`config.mk`:
```
export PLATFORM = sky130hd
export DESIGN_NAME = ifpcu
export DESIGN_NICKNAME = d
export VERILOG_FILES = /design/src/rtl/ifpcu_pkg.sv /design/src/rtl/ifpcu.sv
export SDC_FILE = /design/constraint.sdc
export NUM_CORES = 1
export LEC_CHECK = 0
export ABC_AREA = 1
export CAP_MARGIN = 20
export CORE_UTILIZATION = 40
export DETAILED_ROUTE_END_ITERATION = 8
export PLACE_DENSITY = 0.78
export SETUP_SLACK_MARGIN = 0.02
export SYNTH_ARGS = -nofsm -noshare
export SYNTH_HDL_FRONTEND = slang
export SYNTH_SLANG_ARGS = --single-unit
```
`constraint.sdc`:
```
create_clock -name clk -period 2.3 [get_ports clk]
set_clock_uncertainty 0.2 [all_clocks]
set_input_delay 0.46 -clock clk [delete_from_list [all_inputs] [get_ports clk]]
set_output_delay 0.46 -clock clk [all_outputs]
set_load 0.02 [all_outputs]
```
`src/rtl/ifpcu_pkg.sv`:
```
// Shared encodings for the instruction-fetch memory unit: FSM states,
// response error codes, AXI constants and the response buffer layout.
package ifpcu_pkg;

  localparam logic [1:0] ST_IDLE = 2'd0;
  localparam logic [1:0] ST_AR   = 2'd1;
  localparam logic [1:0] ST_R    = 2'd2;
  localparam logic [1:0] ST_RESP = 2'd3;

  localparam logic [1:0] ERR_NONE = 2'd0;
  localparam logic [1:0] ERR_ADDR = 2'd1;
  localparam logic [1:0] ERR_BUS  = 2'd2;

  localparam logic [1:0] BURST_INCR = 2'b01;
  localparam logic [2:0] SIZE_4B    = 3'b010;
  localparam logic [1:0] RESP_OKAY  = 2'b00;

  typedef struct packed {
    logic [31:0] instr;
    logic [1:0]  err;
  } resp_t;

  function automatic logic [1:0] rresp_to_err(input logic [1:0] rresp);
    return (rresp != RESP_OKAY) ? ERR_BUS : ERR_NONE;
  endfunction

endpackage

```
`src/rtl/ifpcu.sv`:
```
// Instruction-fetch memory unit: turns fetch requests into single-beat AXI4
// reads and returns the word (or an error code) through a one-entry buffer.
module ifpcu
  import ifpcu_pkg::*;
#(
  parameter int ADDR_W = 32,
  parameter int DATA_W = 32,
  parameter int ID_W   = 4,
  parameter int AXI_ID = 0
) (
  input  logic              clk,
  input  logic              rst,
  input  logic              req_valid,
  output logic              req_ready,
  input  logic [ADDR_W-1:0] req_addr,
  output logic              resp_valid,
  input  logic              resp_ready,
  output logic [31:0]       resp_instr,
  output logic [1:0]        resp_err,
  input  logic              flush,
  output logic              m_arvalid,
  input  logic              m_arready,
  output logic [ADDR_W-1:0] m_araddr,
  output logic [ID_W-1:0]   m_arid,
  output logic [7:0]        m_arlen,
  output logic [2:0]        m_arsize,
  output logic [1:0]        m_arburst,
  input  logic              m_rvalid,
  output logic              m_rready,
  input  logic [DATA_W-1:0] m_rdata,
  input  logic [1:0]        m_rresp,
  input  logic              m_rlast
);

  logic [1:0]        r_state;
  logic              r_kill;
  logic [ADDR_W-1:0] r_addr;
  resp_t             r_resp;

  logic w_req_fire;
  logic w_aligned;
  logic w_ar_fire;
  logic w_r_beat;
  logic w_discard;
  logic w_resp_fire;
  logic w_bus_err;

  assign req_ready   = (r_state == ST_IDLE) && !flush;
  assign w_req_fire  = req_valid && req_ready;
  assign w_aligned   = (req_addr[1:0] == 2'b00);
  assign w_ar_fire   = m_arvalid && m_arready;
  assign w_r_beat    = m_rvalid && m_rready && m_rlast;
  // A flush arriving on the same cycle as the beat kills it just like a stored kill.
  assign w_discard   = r_kill || flush;
  assign w_resp_fire = resp_valid && resp_ready;
  assign w_bus_err   = (m_rresp != RESP_OKAY);

  always_ff @(posedge clk) begin
    if (rst) begin
      r_state <= ST_IDLE;
      r_kill  <= 1'b0;
      r_addr  <= '0;
      r_resp  <= '0;
    end else begin
      case (r_state)
        ST_IDLE: begin
          if (w_req_fire) begin
            if (w_aligned) begin
              r_addr  <= {req_addr[ADDR_W-1:2], 2'b00};
              r_state <= ST_AR;
            end else begin
              r_resp.instr <= '0;
              r_resp.err   <= ERR_ADDR;
              r_state      <= ST_RESP;
            end
          end
        end
        ST_AR: begin
          // AR is never withdrawn; a flush only marks the eventual beat for discard.
          if (flush) r_kill <= 1'b1;
          if (w_ar_fire) r_state <= ST_R;
        end
        ST_R: begin
          if (w_r_beat) begin
            if (w_discard) begin
              r_kill  <= 1'b0;
              r_state <= ST_IDLE;
            end else begin
              r_resp.instr <= w_bus_err ? 32'd0 : m_rdata[31:0];
              r_resp.err   <= rresp_to_err(m_rresp);
              r_state      <= ST_RESP;
            end
          end else if (flush) begin
            r_kill <= 1'b1;
          end
        end
        ST_RESP: begin
          if (w_resp_fire || flush) r_state <= ST_IDLE;
        end
        default: r_state <= ST_IDLE;
      endcase
    end
  end

  assign m_arvalid  = (r_state == ST_AR);
  assign m_rready   = (r_state == ST_R);
  assign resp_valid = (r_state == ST_RESP);
  assign resp_instr = r_resp.instr;
  assign resp_err   = r_resp.err;
  assign m_araddr   = r_addr;
  assign m_arid     = ID_W'(AXI_ID);
  assign m_arlen    = 8'd0;
  assign m_arsize   = SIZE_4B;
  assign m_arburst  = BURST_INCR;

endmodule
```
# Yosys cells after proc, flatten, opt, wreduce, memory -nomap -nowiden
# Index checks and enable logic that the tools add are counted.
# totals
regBits	67
in_bits	74
# classes
eq_ne	10
n_mux	18
reduce_logical	18
# op_table
operator	n
two-way mux 34 bit	4
one-hot mux 34 bit (2 select lines)	1
two-way mux 32 bit	1
two-way mux 2 bit	7
one-hot mux 2 bit (4 select lines)	1
logical AND 1 bit	6
!= test 2 x 1 -> 1 bit, second input constant	3
!= test 2 bit, second input constant	3
nonzero test 2 bit	3
AND reduction 5 bit	1
equality test 2 bit, second input constant	2
zero test 2 bit	2
AND reduction 4 bit	1
two-way mux 1 bit	3
!= test 3 x 2 -> 1 bit, second input constant	1
AND reduction 3 bit	1
equality test 2 x 1 -> 1 bit, second input constant	1
logical OR 1 bit	2
one-hot mux 1 bit (2 select lines)	1
AND reduction 2 bit	1
zero test 1 bit	1

# Logic depth before layout (Yosys ltp)
# logic_depth
word_depth	5
depth_mapped	10

# Worst setup path before layout
# Ideal clock, no wire load.
# synth_path
path_type	register to register
startpoint	register r_state[0]
endpoint	register r_addr[10] (netlist: m_araddr[10])
setup_ps	116
t_arrival_ps	1581
required_ps	1984
setup_slack_ps	403
path_stages_with_launch	9
synth_period_minus_slack_ps	1897
cell_sequence	dfxtp_1 -> inv_1 -> ha_1 -> inv_2 -> nor2_1 -> nand3_1 -> clkbuf_1 -> o21ai_0 -> nor2_1
# synth_via
elab_chain_len	4
# synth_lines
element	line	text
start, declared	ifpcu.sv:35	logic [1:0] r_state;
start signal, assigned	ifpcu.sv:60	r_state <= ST_IDLE;
start signal, assigned	ifpcu.sv:70	r_state <= ST_AR;
start signal, assigned	ifpcu.sv:74	r_state <= ST_RESP;
zero test 2 bit	ifpcu.sv:48	assign req_ready = (r_state == ST_IDLE) && !flush;
logical AND 1 bit	ifpcu.sv:48	
via req_ready	ifpcu.sv:14	output logic req_ready,
logical AND 1 bit	ifpcu.sv:49	assign w_req_fire = req_valid && req_ready;
AND reduction 3 bit (no line)	--	
end signal, assigned	ifpcu.sv:69	r_addr <= {req_addr[ADDR_W-1:2], 2'b00};
end, declared	ifpcu.sv:37	logic [ADDR_W-1:0] r_addr;
# The timed path passes the listed nets, and every way through them passes these cells.
# A chain may end at the register's enable or synchronous reset.

# Worst setup path after layout
# layout_path
startpoint	register r_state[0]
endpoint	output req_ready
# layout_via
elab_chain_len	2
# layout_lines
element	line
zero test 2 bit	ifpcu.sv:48
logical AND 1 bit	ifpcu.sv:48
end, declared	ifpcu.sv:14
# Every way passes these cells.

==> flow_summary_export.csv <==
group,metric,value,unit
routing,detail_route.iter0.violations,147,
routing,drc,0,
pwr,power.static_leakage,1.98,nW
cells_and_area,num-fill-cells,618,
timing,fin_worst_hold_slack,283,ps
grt,largest_net_degree_at_the_start_of_global_routing,56,
cells_and_area,final_cell_area,4780,um2
synthesis,post_synth_xor_area_fraction,0,
critical_path,cp.buffers_inverters,3,
pwr,pwr-share-comb,0.538,
routing,routed_wirelength_normalized_by_instance_count,12.0,um
synthesis,synth_compound_area_frac,0.0619,
place,post-place-cells,666,
critical_path,worst-endpoint-arrival,1440,ps
critical_path,timing.critical_path.required,1640,ps
place,io_buffer_count,141,
pwr,swShare,0.415,
timing,hold_viol,0,
grt,first_pass_grt_wire_length,13700,um
pwr,design_power_total,5.75,mW
place,place_congestion,0.831,
synthesis,synth.cell_area,3110,um2
grt,number_of_global_route_vias_before_repair,2961,
critical_path,path_cells,"inv_1 > ha_1 > inv_2 > nor2_1 > clkbuf_2",
synthesis,ys_types,24,
synthesis,yosysTopAreaCellShare,0.431,
timing,final.period_utilization,0.913,
cells_and_area,most_frequent_standard_cell_in_the_layout_excluding_fill_and_tap_cells,"sky130_fd_sc_hd__clkdlybuf4s50_1",
pwr,ir_drop,0.428,mV
grt,initial_antenna_violation_count,0,
cells_and_area,finalCoreUtilization,0.649,
clock_tree,h-tree-depth,3,
synthesis,netlist_top_cells_area,"sky130_fd_sc_hd__dfxtp_1 (43%), sky130_fd_sc_hd__nor2_1 (14%), sky130_fd_sc_hd__nand2_1 (10%)",
critical_path,critPathMaxFanout,4,
pwr,clockPowerShare,0.178,
synthesis,combinational_family_with_the_most_area_after_synthesis,"simple AND/OR/NAND/NOR gates",
clock_tree,clockBufferDepth,2,
routing,drt-vias-per-instance,4.55,
clock_tree,post_cts_setup_repair_buffer_count,0,
hold_path,hold_class,"register to register",
critical_path,start_kind,"register",
place,detailed_place_hpwl,5790,um
cells_and_area,antennaDiodeCount,0,
floorplan,top_ports,161,
pwr,power.internal,3.36,mW
clock_tree,clock_insertion_delay_worst_skew,330,ps
clock_tree,cts_clock_pin_slew_for_the_worst_setup_and_hold_paths,70,ps
pwr,power_frac_seq,0.284,
synthesis,synth-seq-area-share,0.431,
flow_run,drv_cap,0,
routing,antenna_violating_nets_post_route,0,
synthesis,synthesis.area_per_instance,7.10,um2
clock_tree,cts_made_buffers,9,
synthesis,synth_simple_gate_area_frac,0.362,
timing,tightest_slew,511,ps
critical_path,slowest_stage,"sky130_fd_sc_hd__dfxtp_1",
cells_and_area,layout_common_cells,"sky130_fd_sc_hd__clkdlybuf4s50_1 (137), sky130_fd_sc_hd__nor2_1 (116), sky130_fd_sc_hd__nand2_1 (84), sky130_fd_sc_hd__dfxtp_1 (67), sky130_fd_sc_hd__nand3_1 (37)",
cells_and_area,nNetsFinal,658,
critical_path,critPathCaptureType,"output pin",
clock_tree,cts_tree,"yes",
floorplan,start_util,0.422,
critical_path,cp_top_family,"buffers and inverters",
timing,final_max_slew_viol_count,0,
routing,vias,3104,
floorplan,coreArea,7370,um2
timing,final-setup-viol-count,0,
cells_and_area,synthToLayoutAreaGrowth,53.7,%
cells_and_area,layout-drive-gt1-share,0.106,
clock_tree,tritoncts_num_sinks,67,
grt,global_route.overflow_total,0,
place,placed_area,4570,um2
routing,totalWireLength,8150,um
synthesis,post-synth-top-area-cell,"sky130_fd_sc_hd__dfxtp_1",
floorplan,die_h,90.2,um
floorplan,placement_rows,31,
timing,rsz0062_at_grt,"no",
critical_path,worst_path_largest_cell_delay,340,ps
synthesis,synth_cells,438,
clock_tree,cts.hold.buffers_added,0,
timing,fin_crit,2100,ps
timing,slew_headroom,0.659,
pwr,power.density,1200,nW/um2
synthesis,synth_warnings,0,
clock_tree,clock-root-buffer,"sky130_fd_sc_hd__clkbuf_8",
pwr,total_switching_power,2.39,mW
floorplan,die-area,8130,um2
grt,globalRouteTotalUtil,0.207,
status,outcome,"finished clean",
cells_and_area,layout.cells.non_filler,682,
routing,number_of_iterations_in_the_first_detailed_routing_pass,4,
synthesis,yosys-mux-area-fraction,0,
synthesis,synth-seq-cells,67,
timing,timing.fmax,0.476,GHz
synthesis,area_share_of_fa_ha_maj_cells_after_synthesis,0.0241,
critical_path,timing_worst_setup_path_type,"register to output pin",
floorplan,die_width,90.2,um
## metrics by stage
step	TNS, ps	setup WS [ps]
2_1_floorplan	0	403
6_report	0	201
4_1_cts	0	17.0
3_3_place_gp	-0.497	-0.497
3_5_place_dp	-7.74	-7.74
5_1_grt	0	116
## flip-flops by register name (all words and copies together), names as in the netlist
register,cells
r_kill,1
resp_err,2
r_state,2
m_araddr,30
resp_instr,32
## tightest hold or removal path, stage by stage (launching register included)
cell,delay (ps)
sky130_fd_sc_hd__dfxtp_1,330
sky130_fd_sc_hd__nor2_1,50
sky130_fd_sc_hd__nor2_1,80
## timing repair
item	4_1_cts	5_1_grt
pin swaps	0	0
resized for setup	3	3
endpoints found under the setup margin	3	2
hold endpoints to repair	0	0
## worst paths after layout
check	startpoint	cells after the start	slack, ps	to
setup / recovery	r_state[0]$_SDFFE_PP0P_	5	200	req_ready
hold / removal	resp_err[0]$_SDFFE_PP0P_	2	280	resp_err[0]$_SDFFE_PP0P_
setup reg to reg	r_state[0]$_SDFFE_PP0P_	8	370	m_araddr[9]$_SDFFE_PP0P_
hold reg to reg	resp_err[0]$_SDFFE_PP0P_	2	280	resp_err[0]$_SDFFE_PP0P_
## power groups by stage
stage               sequential, mW  clock, mW  combinational (mW)
finish                        1.63       1.02                3.09
global route                  1.67       1.12                3.41
CTS                           1.63       1.06                3.11
detailed placement            1.66          0                3.12
global placement              1.64          0                3.06
floorplan                     1.98          0                1.75
## layer usage
metal | vias up | GRT usage | share of wire | routed length [um]
li1 | 1598 | - | - | -
met1 | 1375 | 0.243 | 0.42 | 3460
met2 | 120 | 0.340 | 0.47 | 3820
met3 | 11 | 0.0761 | 0.094 | 767
met4 | 0 | 0.0860 | 0.013 | 109
met5 | - | 0 | 0 | 0
## synthesized netlist by cell type
cell and count:
sky130_fd_sc_hd__a221oi_1 1, sky130_fd_sc_hd__dfxtp_1 67, sky130_fd_sc_hd__nand2_2 1, sky130_fd_sc_hd__o21ai_2 1
sky130_fd_sc_hd__nand3_1 37, sky130_fd_sc_hd__nor2_4 1, sky130_fd_sc_hd__nand2_1 84, sky130_fd_sc_hd__o21ai_1 1
sky130_fd_sc_hd__buf_4 22, sky130_fd_sc_hd__nor2_2 23, sky130_fd_sc_hd__buf_12 1, sky130_fd_sc_hd__nor2_8 1
sky130_fd_sc_hd__conb_1 2, sky130_fd_sc_hd__buf_1 1, sky130_fd_sc_hd__nand3_2 1, sky130_fd_sc_hd__nor2_1 116
sky130_fd_sc_hd__buf_8 2, sky130_fd_sc_hd__inv_2 2, sky130_fd_sc_hd__clkbuf_1 8, sky130_fd_sc_hd__ha_1 6
sky130_fd_sc_hd__a21oi_1 3, sky130_fd_sc_hd__o21ai_0 31, sky130_fd_sc_hd__inv_1 16, sky130_fd_sc_hd__buf_2 10
## area by class of cell
class	instances	area, um2	area share
Tap cell	99	124	0.0259
Clock buffer	11	151	0.0317
Inverter	18	67.6	0.0141
Timing Repair Buffer	156	1570	0.328
Sequential cell	67	1340	0.281
Multi-Input combinational cell	326	1470	0.307
Clock inverter	5	60.1	0.0126
## cells by family (layout without fill, tap and decap cells)
family                   Yosys count  in the layout
AO/OA/AOI/OAI                     37             37
other                              2             19
AND/OR/NAND/NOR                  264            264
flip-flops                        67             67
buffers and inverters             62            190
adder cells (fa/ha/maj)            6              6
Power figures use the tool's default switching activity.
